<file path="src/rtl/regs_mp.sv">
// regs_mp: parametrised register file with two combinational read ports, one core
// write port, optional write-to-read bypass and a handshaked debug access port.
// The array has no per-bit reset; a hardware sweep clears it after reset.
module regs_mp #(
  parameter int unsigned XLEN     = 32,
  parameter int unsigned NREG     = 32,
  parameter int unsigned AW       = $clog2(NREG),
  parameter bit          ZERO_REG = 1'b1,
  parameter bit          BYPASS   = 1'b1
) (
  input  logic            clk,
  input  logic            rst,
  input  logic [AW-1:0]   reg1_raddr_i,
  input  logic [AW-1:0]   reg2_raddr_i,
  output logic [XLEN-1:0] reg1_rdata_o,
  output logic [XLEN-1:0] reg2_rdata_o,
  input  logic            we_i,
  input  logic [AW-1:0]   waddr_i,
  input  logic [XLEN-1:0] wdata_i,
  input  logic            dbg_req_i,
  input  logic            dbg_we_i,
  input  logic [AW-1:0]   dbg_addr_i,
  input  logic [XLEN-1:0] dbg_wdata_i,
  output logic            dbg_ack_o,
  output logic [XLEN-1:0] dbg_rdata_o,
  output logic            ready_o
);

  // One extra bit so NREG itself is representable when it equals 2**AW.
  localparam logic [AW:0]   NregW   = (AW + 1)'(NREG);
  localparam logic [AW-1:0] LastReg = AW'(NREG - 1);

  typedef enum logic {StInit, StRun} main_state_e;
  typedef enum logic {StIdle, StAck} dbg_state_e;

  main_state_e     main_state, main_next;
  dbg_state_e      dbg_state, dbg_next;
  logic [AW-1:0]   clr_ptr, clr_ptr_next;
  logic [XLEN-1:0] mem [NREG];

  logic core_wr;
  logic dbg_accept;
  logic dbg_wr;
  logic dbg_rd;

  // Address is a real, writable entry (in range and not the hardwired zero).
  function automatic logic addr_ok(input logic [AW-1:0] a);
    return ({1'b0, a} < NregW) && !(ZERO_REG && (a == '0));
  endfunction

  // Read-port value rule; use_byp selects whether an in-flight core write forwards.
  function automatic logic [XLEN-1:0] read_rule(input logic [AW-1:0] a, input logic use_byp);
    logic [XLEN-1:0] r;
    r = '0;
    if (ready_o && addr_ok(a)) begin
      if (use_byp && BYPASS && core_wr && (waddr_i == a)) r = wdata_i;
      else                                                r = mem[a];
    end
    return r;
  endfunction

  assign ready_o    = (main_state == StRun);
  assign dbg_ack_o  = (dbg_state == StAck);
  assign core_wr    = ready_o && we_i && addr_ok(waddr_i);
  // Core writes win; debug only gets a slot when WB is idle.
  assign dbg_accept = (dbg_state == StIdle) && dbg_req_i && ready_o && !we_i;
  assign dbg_wr     = dbg_accept && dbg_we_i && addr_ok(dbg_addr_i);
  assign dbg_rd     = dbg_accept && !dbg_we_i;

  // Main FSM and sweep pointer state.
  always_ff @(posedge clk or posedge rst) begin
    if (rst) begin
      main_state <= StInit;
      clr_ptr    <= '0;
    end else begin
      main_state <= main_next;
      clr_ptr    <= clr_ptr_next;
    end
  end

  // Sweep advances one entry per edge and hands over to RUN after the last one.
  always_comb begin
    main_next    = main_state;
    clr_ptr_next = clr_ptr;
    unique case (main_state)
      StInit: begin
        clr_ptr_next = clr_ptr + AW'(1);
        if (clr_ptr == LastReg) main_next = StRun;
      end
      StRun: main_next = StRun;
      default: main_next = StInit;
    endcase
  end

  // Storage array: sweep clear, else core write, else debug write.
  always_ff @(posedge clk) begin
    if (!ready_o)     mem[clr_ptr]    <= '0;
    else if (core_wr) mem[waddr_i]    <= wdata_i;
    else if (dbg_wr)  mem[dbg_addr_i] <= dbg_wdata_i;
  end

  // Debug FSM state and read-data capture.
  always_ff @(posedge clk or posedge rst) begin
    if (rst) begin
      dbg_state   <= StIdle;
      dbg_rdata_o <= '0;
    end else begin
      dbg_state <= dbg_next;
      if (dbg_rd) dbg_rdata_o <= read_rule(dbg_addr_i, 1'b0);
    end
  end

  // Accept in IDLE, spend exactly one cycle in ACK.
  always_comb begin
    dbg_next = dbg_state;
    unique case (dbg_state)
      StIdle:  if (dbg_accept) dbg_next = StAck;
      StAck:   dbg_next = StIdle;
      default: dbg_next = StIdle;
    endcase
  end

  // Combinational read ports.
  always_comb begin
    reg1_rdata_o = read_rule(reg1_raddr_i, 1'b1);
    reg2_rdata_o = read_rule(reg2_raddr_i, 1'b1);
  end

endmodule

</file>
<file path="config.mk">
export PLATFORM = sky130hd
export DESIGN_NAME = regs_mp
export DESIGN_NICKNAME = d
export VERILOG_FILES = /design/src/rtl/regs_mp.sv
export SDC_FILE = /design/constraint.sdc
export NUM_CORES = 2
export LEC_CHECK = 0
export CELL_PAD_IN_SITES_DETAIL_PLACEMENT = 1
export CELL_PAD_IN_SITES_GLOBAL_PLACEMENT = 1
export CORE_ASPECT_RATIO = 1.25
export CORE_MARGIN = 3
export CORE_UTILIZATION = 50
export DETAILED_ROUTE_END_ITERATION = 7
export PLACE_DENSITY_LB_ADDON = 0.25
export SLEW_MARGIN = 20
export SYNTH_ARGS = -nofsm -noshare
export SYNTH_HDL_FRONTEND = slang
export SYNTH_SLANG_ARGS = --single-unit
</file>
<file path="constraint.sdc">
create_clock -name clk -period 6.7 [get_ports clk]
set_input_delay 1.005 -clock clk [delete_from_list [all_inputs] [get_ports clk]]
set_output_delay 1.005 -clock clk [all_outputs]
set_load 0.1 [all_outputs]
</file>
* Word-level counts from Yosys, hierarchy flattened *
Memories as Yosys holds them, arrays and structs flattened.
Cells that the tools add are included.

cells by class
  bitwise operators = 2
  multiplexer cells = 23
  reduce and logical (&&, ||, !) cells = 25
  $add $sub $neg = 1
  eq/ne operators = 3

operator list
  operator               number
  $mux W32               7
  $reduce_or A32 Y1      2
  $logic_not A5 Y1       4
  $logic_and A1 B1 Y1    13
  $mux W1                12
  $eq A5 B5 Y1           2
  $mux W5                2
  $logic_not A1 Y1       6
  $add A5 B1 Y5 const B  1
  $eq A5 B5 Y1 const B   1
  $pmux W1 S2            2
  $not A1 Y1             2

storage, ports and cells
  memories = 1
  bits in writable memories = 1024
  bits of input ports = 89
  word-level logic and storage cells = 59
  bits in registers = 39
  output and inout bits = 98

memory list
  memory  words  width  rd ports  clocked after memory_dff  wr ports  RTL line  text
  mem     32     32     3         0                         1         39        logic [XLEN-1:0] mem [NREG];

* Depth between registers and ports, before layout *
  depth after elaboration = 12
  mapped depth = 10
  depth with buffers taken out = 5

* Least setup slack after synthesis *
No wires, ideal clock.

  path type = reg2reg
  start = register main_state, in the netlist ready_o
  end = memory mem[13][0], enable pin
  path buffers = 1
  arrival = 4557 ps
  slack = 1673 ps
  period minus slack after synthesis = 5027 ps
  library setup time = 470 ps
  required time = 6230 ps
  cell stages (with the launch flop) = 7
  cell sequence = dfrtp_1 > and2_1 > buf_2 > o21ai_2 > a211oi_2 > nor2_1 > o31ai_1

between the ends
  cells in the longest elaborated chain, start to end = 10
  elaborated cells on any way between the ends = 20
  classes of those cells = mux (12); reduce/logical (8)

RTL lines
  element                                              RTL line  text
  from (decl)                                          36        main_state_e main_state, main_next;
  from (signal assigned)                               73        main_state <= StInit;
  from (signal assigned)                               76        main_state <= main_next;
  $logic_and A1 B1 Y1 (2 in series)                    66        assign dbg_accept = (dbg_state == StIdle) && dbg_req_i && ready_o && !we_i;
  $logic_and A1 B1 Y1 (2 in series)                    67        assign dbg_wr = dbg_accept && dbg_we_i && addr_ok(dbg_addr_i);
  $mux W1                                              99        else if (dbg_wr) mem[dbg_addr_i] <= dbg_wdata_i;
  $mux W1                                              98        else if (core_wr) mem[waddr_i] <= wdata_i;
  $mux W1                                              97        if (!ready_o) mem[clr_ptr] <= '0;
  $mux W1 (implied by the code)                        99
  $reduce_or A32 Y1 (no line)                          --
  $mux W5 (no line) / $mux W1 (equally long branches)  --
  to (decl)                                            39

Several ways; a longest one is shown, not always the timed one.

* Worst setup path in the final report *
  start = input reg1_raddr_i[2]
  end = output reg1_rdata_o[21]

between the ends
  cells in the longest elaborated chain, start to end = 4
  elaborated cells on any way between the ends = 8
  classes of those cells = eq/ne (1); mux (2); reduce/logical (4); memory (1)

RTL lines
  element                                                                  RTL line  text
  from (decl)                                                              13        input logic [AW-1:0] reg1_raddr_i,
  parallel branches: the longest is 3 deep, another holds $mem_v2 Z32 W32  --
  $mux W32 (*)                                                             55        if (ready_o && addr_ok(a)) begin
  to (decl)                                                                15        output logic [XLEN-1:0] reg1_rdata_o,

Mark *: on every way between the ends.

==> flow_summary.toml <==
[grt]
grt_max_degree = 114
grt.total_usage = 0.376
grt_antenna_before_repair = 10
grt_pass1_vias = 41600
grt_pass1_wl_mm = 317
gr-total-overflow = 0

[setup_path]
critPathLaunchType = "input port"
arrival_ps = 4520
critPathKind = "input port to output pin"
end_kind = "output pin"
crit_fanout = 35
cp.required_ps = 5690

[clocking]
clk_path_buf_depth = 3
cts_resized = 0
post_cts_buffers = 0
cts-root-buf = "clkbuf_16"
h-tree-depth = 3
clock_latency_ps = 770
clkSinkCount = 1063
clkSlewWorstSetupHoldPaths_ps = 60
numCtsBuffers = 111
ctsHoldBuffers = 0
cts_tree = "built"

[detailed_routing]
wl_met1_mm = 76.7
drt-total-wl_mm = 224
postRouteAntennaNets = 0
vias = 40200
met3_length_mm = 28.5
first_iter_violations = 5963
first_pass_iters = 7
wl_per_cell_um = 44.1
highest_layer = "met5"
avgViaCountPerCell = 7.92
wl_met2_mm = 104
drc_errors = 0

[layout]
fin_util = 0.576
drive_above_1_share = 0.315
area_growth_pct = 13.6
seq_area_um2 = 31700
multiInputGateArea_um2 = 25100
finalNonFillerCells = 5080
fillers = 10100
final_nets = 3599

[die]
rows = 138
ioPinCount = 187
die_w_um = 310
dieArea_um2 = 120000
core_um2 = 114000
fp.dieH_um = 386
start_util = 0.507

[logic_synthesis]
synth_cells = 3413
syn_nets = 3504
async_flop_share = 0.0367
synth_common_cells = "edfxtp_1 (1024), mux4_2 (626), mux2i_1 (385)"
synth_edf_count = 1024
synth.distinct_cells = 58
syn_area_per_cell_um2 = 16.9
yosys_warnings = 0
syn_area_um2 = 57800
synth_area_leaders = "edfxtp_1 (53%), mux4_2 (24%), mux2i_1 (6.7%), a22oi_1 (2.1%), dfrtp_1 (1.7%)"
synth_top_cell_by_area = "edfxtp_1"
ys_ff_latch = 1063
synth_most_common_cell = "edfxtp_1"
yosysSeqAreaShare = 0.549
synth_ff_type = "edfxtp_1"
synth_top_area_frac = 0.532

[power_and_ir_drop]
power.internal_mw = 12.3
power.switching_mw = 4.81
combPwrFrac = 0.161
leakage_nw = 21.9
p_per_area_nw_per_um2 = 260
p_seq_frac = 0.440
swShare = 0.282
clockPowerShare = 0.398
ir_drop_v = 0.000256

[run_status]
outcome = "finished clean"

[sta]
finalMaxSlewViolations = 0
tns_ps = 0
max_freq_mhz = 181
hold_violations = 0
finalCritPeriodShare = 0.825
tightestPinTransition_ps = 1310
period_needed_ps = 5530
setup_viol = 0
finClkSkew_ps = 43.0
max_slew_margin = 0.121
rsz0062_at_grt = "false"

[placed_design]
dpl.hpwl_mm = 132
gp_congestion = 0.871
io_buffers = 186
post-place-cells = 4865

[worst_hold_path]
hp-class = "register to register"

[run]
cap_viol_max_count = 0
power by group through the flow:
stage               clock network, mW  registers, mW  logic [mW]
floorplan                           0           7.86        1.57
detailed placement                  0           7.65        2.70
CTS                              6.81           7.51        2.72
global placement                    0           7.64        2.66
finish                           6.80           7.51        2.76
global route                     7.09           7.52        2.82
metrics by stage:
step	setup WS (ps)	hold WS [ps]	instance area, µm²	power, mW
floorplan	1670	497	57800	9.43
global placement	1350	492	61600	10.3
detailed placement	1340	500	61700	10.4
CTS	1350	515	65600	17.0
global route	1160	527	65700	17.4
finish	1170	506	65700	17.1
path summary, 6_finish.rpt:
path,slack [ps],cells after the start,to,start
max,1170,7,reg1_rdata_o[21],reg1_raddr_i[2]
min reg2reg,510,1,dbg_rdata_o[20]$_DFFE_PP0P_,dbg_rdata_o[20]$_DFFE_PP0P_
max in group asynchronous,5210,3,dbg_rdata_o[18]$_DFFE_PP0P_,rst
min in group asynchronous,880,3,dbg_rdata_o[10]$_DFFE_PP0P_,rst
min,510,1,dbg_rdata_o[20]$_DFFE_PP0P_,dbg_rdata_o[20]$_DFFE_PP0P_
max reg2reg,2060,6,mem[18][17]$_DFFE_PP_,ready_o$_DFF_PP0_
critical path, cell delays in order:
cell and delay (ps):
clkdlybuf4s50_1 1020, clkinv_2 660, buf_12 390, mux2i_1 180, o221ai_1 530, a32o_1 310, buf_4 310
layer usage:
| metal | GRT usage | up-vias |
|---|---|---|
| li1 | - | 14900 |
| met1 | 0.489 | 21200 |
| met2 | 0.578 | 3246 |
| met3 | 0.101 | 842 |
| met4 | 0.210 | 6 |
| met5 | 0 | - |
layout make-up:
class,count,share of cell area
clock inverters,73,0.0145
inverters,4,0.000248
diodes,3,0.000114
repair buffers,310,0.0463
multi-input cells,2018,0.382
well taps,1470,0.0280
flip-flops and latches,1063,0.483
clock buffers,139,0.0454
logic make-up after synthesis:
group | share of synthesized area
AND/OR/NAND/NOR | 0.0307
multiplexers | 0.319
XOR/XNOR | 0.00197
flip-flops | 0.549
adder cells (fa/ha/maj) | 0.000433
AO/OA/AOI/OAI | 0.0740
buffers and inverters | 0.0251
cells in the final DEF, fill, tap and decap left out, types with 21 or more instances in the layout:
master	n
bufinv_16	21
o221ai_1	22
a221oi_1	34
a22oi_1	158
o211ai_1	27
nor2_4	31
a221o_1	38
buf_4	159
mux4_2	626
o21ai_0	42
nand2_1	161
clkdlybuf4s50_1	109
nand4_1	27
mux2_2	42
a32o_1	32
nor2b_1	27
nor2_1	71
clkbuf_16	111
edfxtp_1	1024
buf_12	29
a2111oi_0	25
a22o_2	23
o22ai_1	38
a22o_1	34
dfrtp_1	39
a21oi_1	51
mux2i_1	385
flip-flops by register name (all words and copies together) (netlist names):
register / count
clr_ptr: 5
dbg_ack_o: 1
dbg_rdata_o: 32
mem: 1024
ready_o: 1
Power figures use the tool's default switching activity.
